[src/rtl/spike_frame_extractor.sv]
// spike_frame_extractor
//   Captures a fixed-length window of samples around each detected spike.
//   Samples are written into a FRAME-deep ring buffer. A spike is a sample
//   whose absolute deviation from mid-scale exceeds THRESHOLD. Once a spike
//   is seen, POST samples are collected, counting the spike as the first.
//   The whole frame is then streamed out oldest-first over a valid/ready
//   handshake.
//
// State table
//   state   | meaning
//   IDLE    | block disabled, nothing written
//   FILL    | priming ring buffer with PRE fresh samples, trigger ignored
//   ARMED   | writing samples, watching for a spike
//   CAPTURE | spike seen, collecting the remaining POST-1 samples
//   SEND    | streaming FRAME beats, incoming samples dropped
//
// Ports
//   CLK, RST        clock, synchronous active-high reset
//   EN              block enable; low forces IDLE and abandons any frame
//   DATA_IN         offset-binary sample, qualified by DATA_VALID_IN
//   THRESHOLD       unsigned threshold on |DATA_IN - MID|
//   FRAME_DATA      frame beat, oldest sample first
//   FRAME_VALID     FRAME_DATA valid; FRAME_READY accepts the beat
//   FRAME_LAST      marks the final beat of a frame
//   BUSY            high in CAPTURE or SEND
//   FRAME_CNT       completed frames, wraps
//   DROPPED         samples discarded during SEND, saturates
//
// PRE >= 1 and POST >= 1 are assumed, and PRE+POST must be a power of two.
module spike_frame_extractor #(
  parameter int BITSIZE = 16,
  parameter int PRE     = 8,
  parameter int POST    = 24
) (
  input  logic               CLK,
  input  logic               RST,
  input  logic               EN,
  input  logic [BITSIZE-1:0] DATA_IN,
  input  logic               DATA_VALID_IN,
  input  logic [BITSIZE-2:0] THRESHOLD,
  output logic [BITSIZE-1:0] FRAME_DATA,
  output logic               FRAME_VALID,
  input  logic               FRAME_READY,
  output logic               FRAME_LAST,
  output logic               BUSY,
  output logic [15:0]        FRAME_CNT,
  output logic [7:0]         DROPPED
);

  localparam int FRAME = PRE + POST;
  localparam int AW    = (FRAME > 1) ? $clog2(FRAME) : 1;
  localparam int CW    = AW + 1;

  localparam logic [CW-1:0] PRE_M1   = CW'(PRE - 1);
  localparam logic [CW-1:0] POST_M1  = CW'(POST - 1);
  localparam logic [CW-1:0] FRAME_N  = CW'(FRAME);
  localparam logic [CW-1:0] FRAME_M1 = CW'(FRAME - 1);

  // Mid-scale at BITSIZE+1 bits, so the deviation of an all-zero sample
  // (exactly 2^(BITSIZE-1)) is representable.
  localparam logic [BITSIZE:0] MID = {2'b01, {(BITSIZE-1){1'b0}}};

  typedef enum logic [2:0] {
    S_IDLE,
    S_FILL,
    S_ARMED,
    S_CAPTURE,
    S_SEND
  } state_t;

  state_t r_state;
  state_t w_state_nxt;

  logic [BITSIZE-1:0] r_mem [FRAME];
  logic [AW-1:0]      r_wr_ptr;
  logic [CW-1:0]      r_fill_cnt;
  logic [CW-1:0]      r_post_rem;
  logic [CW-1:0]      r_beat_cnt;
  logic [BITSIZE-1:0] r_frame_data;
  logic               r_valid;
  logic               r_last;
  logic [15:0]        r_frame_cnt;
  logic [7:0]         r_dropped;

  logic [BITSIZE:0]   w_sample_ext;
  logic [BITSIZE:0]   w_dev;
  logic               w_trig;
  logic               w_wr;
  logic               w_load;
  logic               w_accept;
  logic               w_frame_done;
  logic [AW-1:0]      w_rd_addr;

  // Absolute deviation from mid-scale
  assign w_sample_ext = {1'b0, DATA_IN};
  assign w_dev        = (w_sample_ext >= MID) ? (w_sample_ext - MID) : (MID - w_sample_ext);
  assign w_trig       = (w_dev > {2'b00, THRESHOLD});

  assign w_wr = EN && DATA_VALID_IN &&
                ((r_state == S_FILL) || (r_state == S_ARMED) || (r_state == S_CAPTURE));

  // When SEND is entered the write pointer sits on the oldest sample, so
  // beat n lives at wr_ptr + n. The ring wraps naturally at FRAME = 2^AW.
  assign w_rd_addr    = r_wr_ptr + r_beat_cnt[AW-1:0];
  assign w_accept     = r_valid && FRAME_READY;
  assign w_frame_done = (r_state == S_SEND) && w_accept && r_last;
  // Refill the output register when it is empty or being drained this cycle
  assign w_load       = (r_state == S_SEND) && EN && (r_beat_cnt != FRAME_N) &&
                        (!r_valid || FRAME_READY);

  always_ff @(posedge CLK) begin
    if (RST) begin
      r_state <= S_IDLE;
    end else begin
      r_state <= w_state_nxt;
    end
  end

  always_comb begin
    w_state_nxt = r_state;
    if (!EN) begin
      w_state_nxt = S_IDLE;
    end else begin
      case (r_state)
        S_IDLE:    w_state_nxt = S_FILL;
        S_FILL:    if (w_wr && (r_fill_cnt == PRE_M1)) w_state_nxt = S_ARMED;
        S_ARMED: begin
          if (w_wr && w_trig) begin
            if (POST == 1) w_state_nxt = S_SEND;
            else           w_state_nxt = S_CAPTURE;
          end
        end
        S_CAPTURE: if (w_wr && (r_post_rem == CW'(1))) w_state_nxt = S_SEND;
        S_SEND:    if (w_frame_done) w_state_nxt = S_FILL;
        default:   w_state_nxt = S_IDLE;
      endcase
    end
  end

  // Sample storage carries no reset; every entry is rewritten before it
  // can be read out.
  always_ff @(posedge CLK) begin
    if (w_wr) r_mem[r_wr_ptr] <= DATA_IN;
  end

  always_ff @(posedge CLK) begin
    if (RST) begin
      r_wr_ptr     <= '0;
      r_fill_cnt   <= '0;
      r_post_rem   <= '0;
      r_beat_cnt   <= '0;
      r_frame_data <= '0;
      r_valid      <= 1'b0;
      r_last       <= 1'b0;
      r_frame_cnt  <= '0;
      r_dropped    <= '0;
    end else begin
      if (w_wr) r_wr_ptr <= r_wr_ptr + AW'(1);

      // Clearing outside FILL gives a zeroed counter on every FILL entry
      if (r_state != S_FILL)  r_fill_cnt <= '0;
      else if (w_wr)          r_fill_cnt <= r_fill_cnt + CW'(1);

      // Down-counter of samples still owed after the trigger sample
      if ((r_state == S_ARMED) && w_wr && w_trig) r_post_rem <= POST_M1;
      else if ((r_state == S_CAPTURE) && w_wr)    r_post_rem <= r_post_rem - CW'(1);

      if (r_state != S_SEND)  r_beat_cnt <= '0;
      else if (w_load)        r_beat_cnt <= r_beat_cnt + CW'(1);

      if (!EN || (r_state != S_SEND)) begin
        r_valid <= 1'b0;
        r_last  <= 1'b0;
      end else if (w_load) begin
        r_frame_data <= r_mem[w_rd_addr];
        r_valid      <= 1'b1;
        r_last       <= (r_beat_cnt == FRAME_M1);
      end else if (w_accept) begin
        r_valid <= 1'b0;
        r_last  <= 1'b0;
      end

      if (EN && w_frame_done) r_frame_cnt <= r_frame_cnt + 16'd1;

      if ((r_state == S_SEND) && DATA_VALID_IN && (r_dropped != 8'hFF))
        r_dropped <= r_dropped + 8'd1;
    end
  end

  assign FRAME_DATA  = r_frame_data;
  assign FRAME_VALID = r_valid;
  assign FRAME_LAST  = r_last;
  assign BUSY        = (r_state == S_CAPTURE) || (r_state == S_SEND);
  assign FRAME_CNT   = r_frame_cnt;
  assign DROPPED     = r_dropped;

endmodule

[config.mk]
export PLATFORM = sky130hd
export DESIGN_NAME = spike_frame_extractor
export DESIGN_NICKNAME = d
export VERILOG_FILES = /design/src/rtl/spike_frame_extractor.sv
export SDC_FILE = /design/constraint.sdc
export NUM_CORES = 1
export LEC_CHECK = 0
export ABC_AREA = 1
export CAP_MARGIN = 20
export CORE_ASPECT_RATIO = 1.2
export CORE_MARGIN = 10
export CORE_UTILIZATION = 30
export CTS_CLUSTER_SIZE = 14
export DETAILED_ROUTE_END_ITERATION = 6
export DONT_BUFFER_PORTS = 1
export PLACE_DENSITY_LB_ADDON = 0.3
export SLEW_MARGIN = 20
export SYNTH_ARGS = -nofsm -noshare
export SYNTH_HDL_FRONTEND = slang
export SYNTH_SLANG_ARGS = --single-unit
[constraint.sdc]
create_clock -name CLK -period 2.5 [get_ports CLK]
set_input_delay 0.375 -clock CLK [delete_from_list [all_inputs] [get_ports CLK]]
set_output_delay 0.375 -clock CLK [all_outputs]
set_load 0.1 [all_outputs]
==> results.yml, run 1 <==
power:
  powerDensity_mw_per_mm2: 688.3
  p_leak_nw: 10.50
  design_power_total_w: 0.02079
  vdd_ir_drop_max_v: 0.0006183
global_routing:
  grt_pass1_wl_microns: 107400
  antenna_found_initial: 2
  grt_usage_pct: 15.08
  grt_pass1_vias: 17130
  grt-ovfl-total: 0
  grt_max_degree: 65
timing:
  timing.final.ws_setup_ns: -0.1171
  setup_viol: 15
  rsz0062_at_grt: "yes"
  layout_min_cycle_time_ns: 2.617
  tightest_slew_ns: 0.9892
  finalHoldViolCount: 0
  min_period_over_period_pct: 104.7
  max_freq_mhz: 382.1
  slew_viol_final: 0
  slew-limit-headroom_pct: 33.83
  fin_skew_ns: 0.07487
critical_path:
  critical-path-top-delay-family: "adder cells"
  end_kind: "flop"
  cp.required_ns: 3.08
  arrival_ns: 3.20
  r2r-start: "r_beat_cnt[0]$_SDFFE_PP0P_"
  cp_num_buf_inv: 4
  crit_chain: "ha_4 -> fa_4 -> buf_12 -> buf_12 -> clkbuf_16 -> o21ai_2 -> o211ai_1 -> nand3_1 -> nand2_2 -> nand2_2 -> nand3_1 -> o211ai_1 -> inv_1"
  crit_start: "r_beat_cnt[0]$_SDFFE_PP0P_"
  crit_fanout: 8
  slowest_stage: "fa_4"
  crit_path_max_incr_delay_ns: 0.82
  critical_path_class: "flop to flop"
  start_kind: "flop"
min_path:
  hp-class: "primary input to flop"
  hold_path.startpoint: "DATA_IN[15]"
yosys:
  synth_top_cell_area_share_pct: 63.02
  ys.flop_type: "edfxtp_1"
  ys.warnings.count: 0
  ys_types: 40
  netlist_instances: 2178
  syn_area_sq_mm: 0.02440
  synth_async_sr_flop_share_pct: 0
  synth_top_cells_by_area: "edfxtp_1 (63%), nor2_1 (7.3%), o21ai_0 (5.8%), dfxtp_1 (5.6%), nand2_1 (2.9%)"
  yosysTopAreaCell: "edfxtp_1"
  synth_seq_cells: 580
  synth_edf_count: 512
  syn-num-nets: 2246
  avgSynthCellArea_sq_um: 11.20
  ys_seq_area_share_pct: 68.60
detailed_routing:
  drt-pass1-iter-count: 6
  vias_per_cell: 5.005
  wl_per_cell_microns: 20.95
  drt_iter0_markers: 1574
  antenna_left: 0
  routed_wirelength_microns: 71940
  dr_total_vias: 17180
  drc: 0
run:
  maxCapViolations: 0
floorplanning:
  std_cell_rows: 114
  start_util_pct: 30.27
  fp.dieW_microns: 280.3
  design.core.area_sq_mm: 0.08059
  io_pins: 79
  die-height_microns: 332.4
  die-area_sq_mm: 0.09318
layout:
  diodes: 0
  fill_cells: 7651
  layout_commonest_cell: "edfxtp_1"
  final_nets: 2406
  fin_cells: 3433
  areaGrowthSynthToFinish_pct: 23.80
  layout_common_cells: "edfxtp_1 (512), nor2_1 (466), o21ai_0 (252)"
  drive_above_1_share_pct: 16.07
placement:
  place.gp.congestion: 0.8139
  hpwl_microns: 42950
  post-place-ws_ns: -0.2885
  placed_cells: 3277
  io_buffers: 0
clock_network:
  root_buffer: "clkbuf_16"
  cts_buffers: 60
  cts_buffer_depth: 3
  cts.reportedPaths.clkPinSlew_ns: 0.06
  cts.sinks: 580
  clk_latency_ns: 0.67
  htreeDepth: 2
  cts_tree: "yes"
outcome:
  violations: "negative setup slack"
  status: "finished, violations left"
## synth_stat cells (all sizes together), types with 14 or more instances
cell type	number
o21ai	351
xor2	15
nand4	14
nor3	19
dfxtp	68
ha	31
nor2	475
buf	58
nand2	189
clkbuf	58
nand3	122
a21oi	39
inv	111
edfxtp	512
o211ai	81
## layer usage
metal / vias up / wire [microns] / GRT usage, %
met5: - / 0 / 0
met4: 0 / 2880 / 6.114
met3: 130 / 4922 / 3.272
met2: 544 / 35080 / 25.27
met1: 8472 / 29050 / 18.62
li1: 8037 / - / -
## final cells by class
class	instances	area, sq um	area share [%]
inverter	111	426.7	1.413
tap	1044	1306	4.325
clock inverter	37	357.8	1.185
clock buffer	76	1592	5.269
sequential	580	16740	55.42
multi-input combinational	1371	7030	23.28
timing repair buffer	214	2753	9.113
## stage by stage
stage	hold slack (ns)	cell area [sq um]	util, %	TNS, ns
finish	0.01757	30200	37.48	-1.222
CTS	0.0005125	29960	37.17	-1.248
global route	0.004396	30200	37.48	-3.104
global placement	0.4483	27160	33.70	-4.567
detailed placement	0.4521	27160	33.70	-5.450
floorplan	0.4478	24460	-	0
## power by group
group	switching, W	internal (W)	leakage [nW]
sequential	0.00000862	0.0105	5.15
combinational	0.000882	0.000549	4.39
clock	0.00385	0.00495	0.959
total	0.00474	0.0160	10.5
## sequential cells by signal (all words and copies together) (netlist names)
register / count
DROPPED: 8
FRAME_CNT: 16
FRAME_DATA: 16
FRAME_LAST: 1
FRAME_VALID: 1
r_beat_cnt: 6
r_fill_cnt: 6
r_mem: 512
r_post_rem: 6
r_state: 3
r_wr_ptr: 5
## repair_timing
action	in CTS	in global routing
endpoints found under the setup margin	16	16
pin swaps	7	14
gates resized for setup	68	43
setup buffers	5	3
hold buffers	23	0
endpoints found under the hold margin	538	0
cloned	8	5
## logic make-up after synthesis
kind of cell	after synthesis	synth area share (%)
flops	580	68.60
xor+xnor	25	0.9283
simple gates	832	14.01
buf+inv	227	3.964
fa+ha+maj	32	1.672
compound gates	482	10.83
## final timing paths
kind / cells after the start / end / slack (ns)
hold reg to reg: 2 / FRAME_CNT[15]$_SDFFE_PP0P_ / 0.47
setup reg to reg: 13 / FRAME_DATA[6]$_SDFFE_PP0P_ / -0.12
setup / recovery: 13 / FRAME_DATA[6]$_SDFFE_PP0P_ / -0.12
hold / removal: 1 / r_mem[24][15]$_DFFE_PP_ / 0.02
Power figures use the tool's default switching activity.
==> run 2: changes to the inputs <==
- BUFFER_PORTS_ARGS: unset -> -buffer_cell sky130_fd_sc_hd__buf_2
- CTS_CLUSTER_SIZE: 14 -> unset
- DONT_BUFFER_PORTS: 1 -> unset
==> results.yml, run 2 (same netlist as run 1, synthesis figures left out) <==
outcome:
  status: "finished, violations left"
  violations: "negative setup slack"
timing:
  max_freq_mhz: 357.9
  slew_viol_final: 0
  timing.final.ws_setup_ns: -0.2944
  rsz0062_at_grt: "yes"
  fin_skew_ns: 0.01941
  finalHoldViolCount: 0
  fin_setup_tns_ns: -3.877
  min_period_over_period_pct: 111.8
  tightest_slew_ns: 0.5409
  setup_viol: 16
  timing.hold.ws_ns: 0.09251
  layout_min_cycle_time_ns: 2.794
  slew-limit-headroom_pct: 63.94
layout:
  diodes: 0
  drive_above_1_share_pct: 19.03
  fin_cells: 3482
  fin_util_pct: 37.62
  final_nets: 2454
  layout_common_cells: "edfxtp_1 (512), nor2_1 (465), o21ai_0 (260)"
  layout_commonest_cell: "edfxtp_1"
  top_register: "r_mem"
  areaGrowthSynthToFinish_pct: 24.28
  largest_reg_flops: 512
placement:
  post-place-ws_ns: -0.5770
  hpwl_microns: 45650
  placed_cells: 3336
  place.gp.congestion: 0.8073
  io_buffers: 78
global_routing:
  antenna_found_initial: 0
  grt_pass1_vias: 17440
  grt_pass1_wl_microns: 107300
  grt_max_degree: 47
  grt-ovfl-total: 0
  grt_usage_pct: 15.07
critical_path:
  critical_path_class: "flop to flop"
  cp.required_ns: 3.00
  end_kind: "flop"
  crit_fanout: 7
  start_kind: "flop"
  arrival_ns: 3.29
floorplanning:
  start_util_pct: 30.27
  std_cell_rows: 114
  fp.dieW_microns: 280.3
  die-area_sq_mm: 0.09318
  io_pins: 79
  die-height_microns: 332.4
  design.core.area_sq_mm: 0.08059
detailed_routing:
  routed_wirelength_microns: 72990
  drt_iter0_markers: 1507
  wl_per_cell_microns: 20.96
  dr_total_vias: 17410
  vias_per_cell: 4.999
  drc: 0
  antenna_left: 0
  drt-pass1-iter-count: 5
clock_network:
  cts.sinks: 580
  cts_tree: "yes"
  clk_latency_ns: 0.61
  cts_buffers: 66
  htreeDepth: 3
  cts.reportedPaths.clkPinSlew_ns: 0.06
  root_buffer: "clkbuf_16"
  cts_buffer_depth: 3
run:
  maxCapViolations: 0
power:
  powerDensity_mw_per_mm2: 721.5
  p_leak_nw: 10.71
  vdd_ir_drop_max_v: 0.0004358
min_path:
  hp-class: "primary input to flop"
run 2: cell count changes in the layout (fill, tap and decap cells not counted), sizes merged:
cell,previous run,this run
buf,201,249
clkbuf,81,95
clkinv,30,21
dlygate4sd3,7,0
inv,113,116
bufbuf,1,0
bufinv,4,5
run 2: cell type report:
type / instances / area (sq um)
fill: 7715 / 50270
sequential: 580 / 16740
timing repair buffer: 256 / 2512
tap: 1044 / 1306
clock inverter: 32 / 329.1
inverter: 111 / 426.7
multi-input combinational: 1371 / 7138
clock buffer: 88 / 1869
run 2: final timing paths:
check	from	endpoint	slack (ns)	cells past startpoint
worst max-delay path	r_beat_cnt[0]$_SDFFE_PP0P_	FRAME_DATA[1]$_SDFFE_PP0P_	-0.29	15
worst min register to register	r_fill_cnt[2]$_SDFFE_PP0P_	r_fill_cnt[2]$_SDFFE_PP0P_	0.48	2
worst max register to register	r_beat_cnt[0]$_SDFFE_PP0P_	FRAME_DATA[1]$_SDFFE_PP0P_	-0.29	15
worst min-delay path	FRAME_READY	FRAME_VALID$_SDFFE_PP0P_	0.09	4
run 2: what timing repair did:
action	in CTS	in global routing
hold buffers	0	0
setup endpoints to repair	16	25
cloned	5	6
setup buffers	9	7
resized for setup	76	42
pin swaps	13	34
run 2: through the flow:
stage	power, W	instance area [sq um]
after floorplan	0.01149	24460
after global placement	0.01209	27310
after detailed placement	0.01212	27310
after CTS	0.02197	30000
after global routing	0.02260	30320
final	0.02188	30320
run 2: routing by layer:
metal,global-route usage (%),part of all wire [%]
met1,18.82,42
met2,25.95,50
met3,2.235,4.9
met4,5.702,3.1
met5,0,0
run 2: report_power, final:
| part | switching [W] | internal [W] | total, W | leakage [nW] |
|---|---|---|---|---|
| Sequential | 0.00000860 | 0.0105 | 0.0106 | 5.15 |
| Combinational | 0.000972 | 0.000545 | 0.00152 | 4.48 |
| Clock | 0.00398 | 0.00582 | 0.00980 | 1.09 |
| Total | 0.00496 | 0.0169 | 0.0219 | 10.7 |
run 2: critical path: stages, from the launching register on:
cell	delay (ns)
dfxtp_2	0.33
ha_4	0.16
fa_4	0.81
buf_12	0.18
buf_16	0.17
buf_8	0.14
buf_12	0.10
nor2_1	0.03
o21ai_0	0.06
o21ai_1	0.08
nand2_1	0.08
nand3_2	0.12
nand3_2	0.13
nand3_4	0.12
o211ai_1	0.11
inv_1	0.05
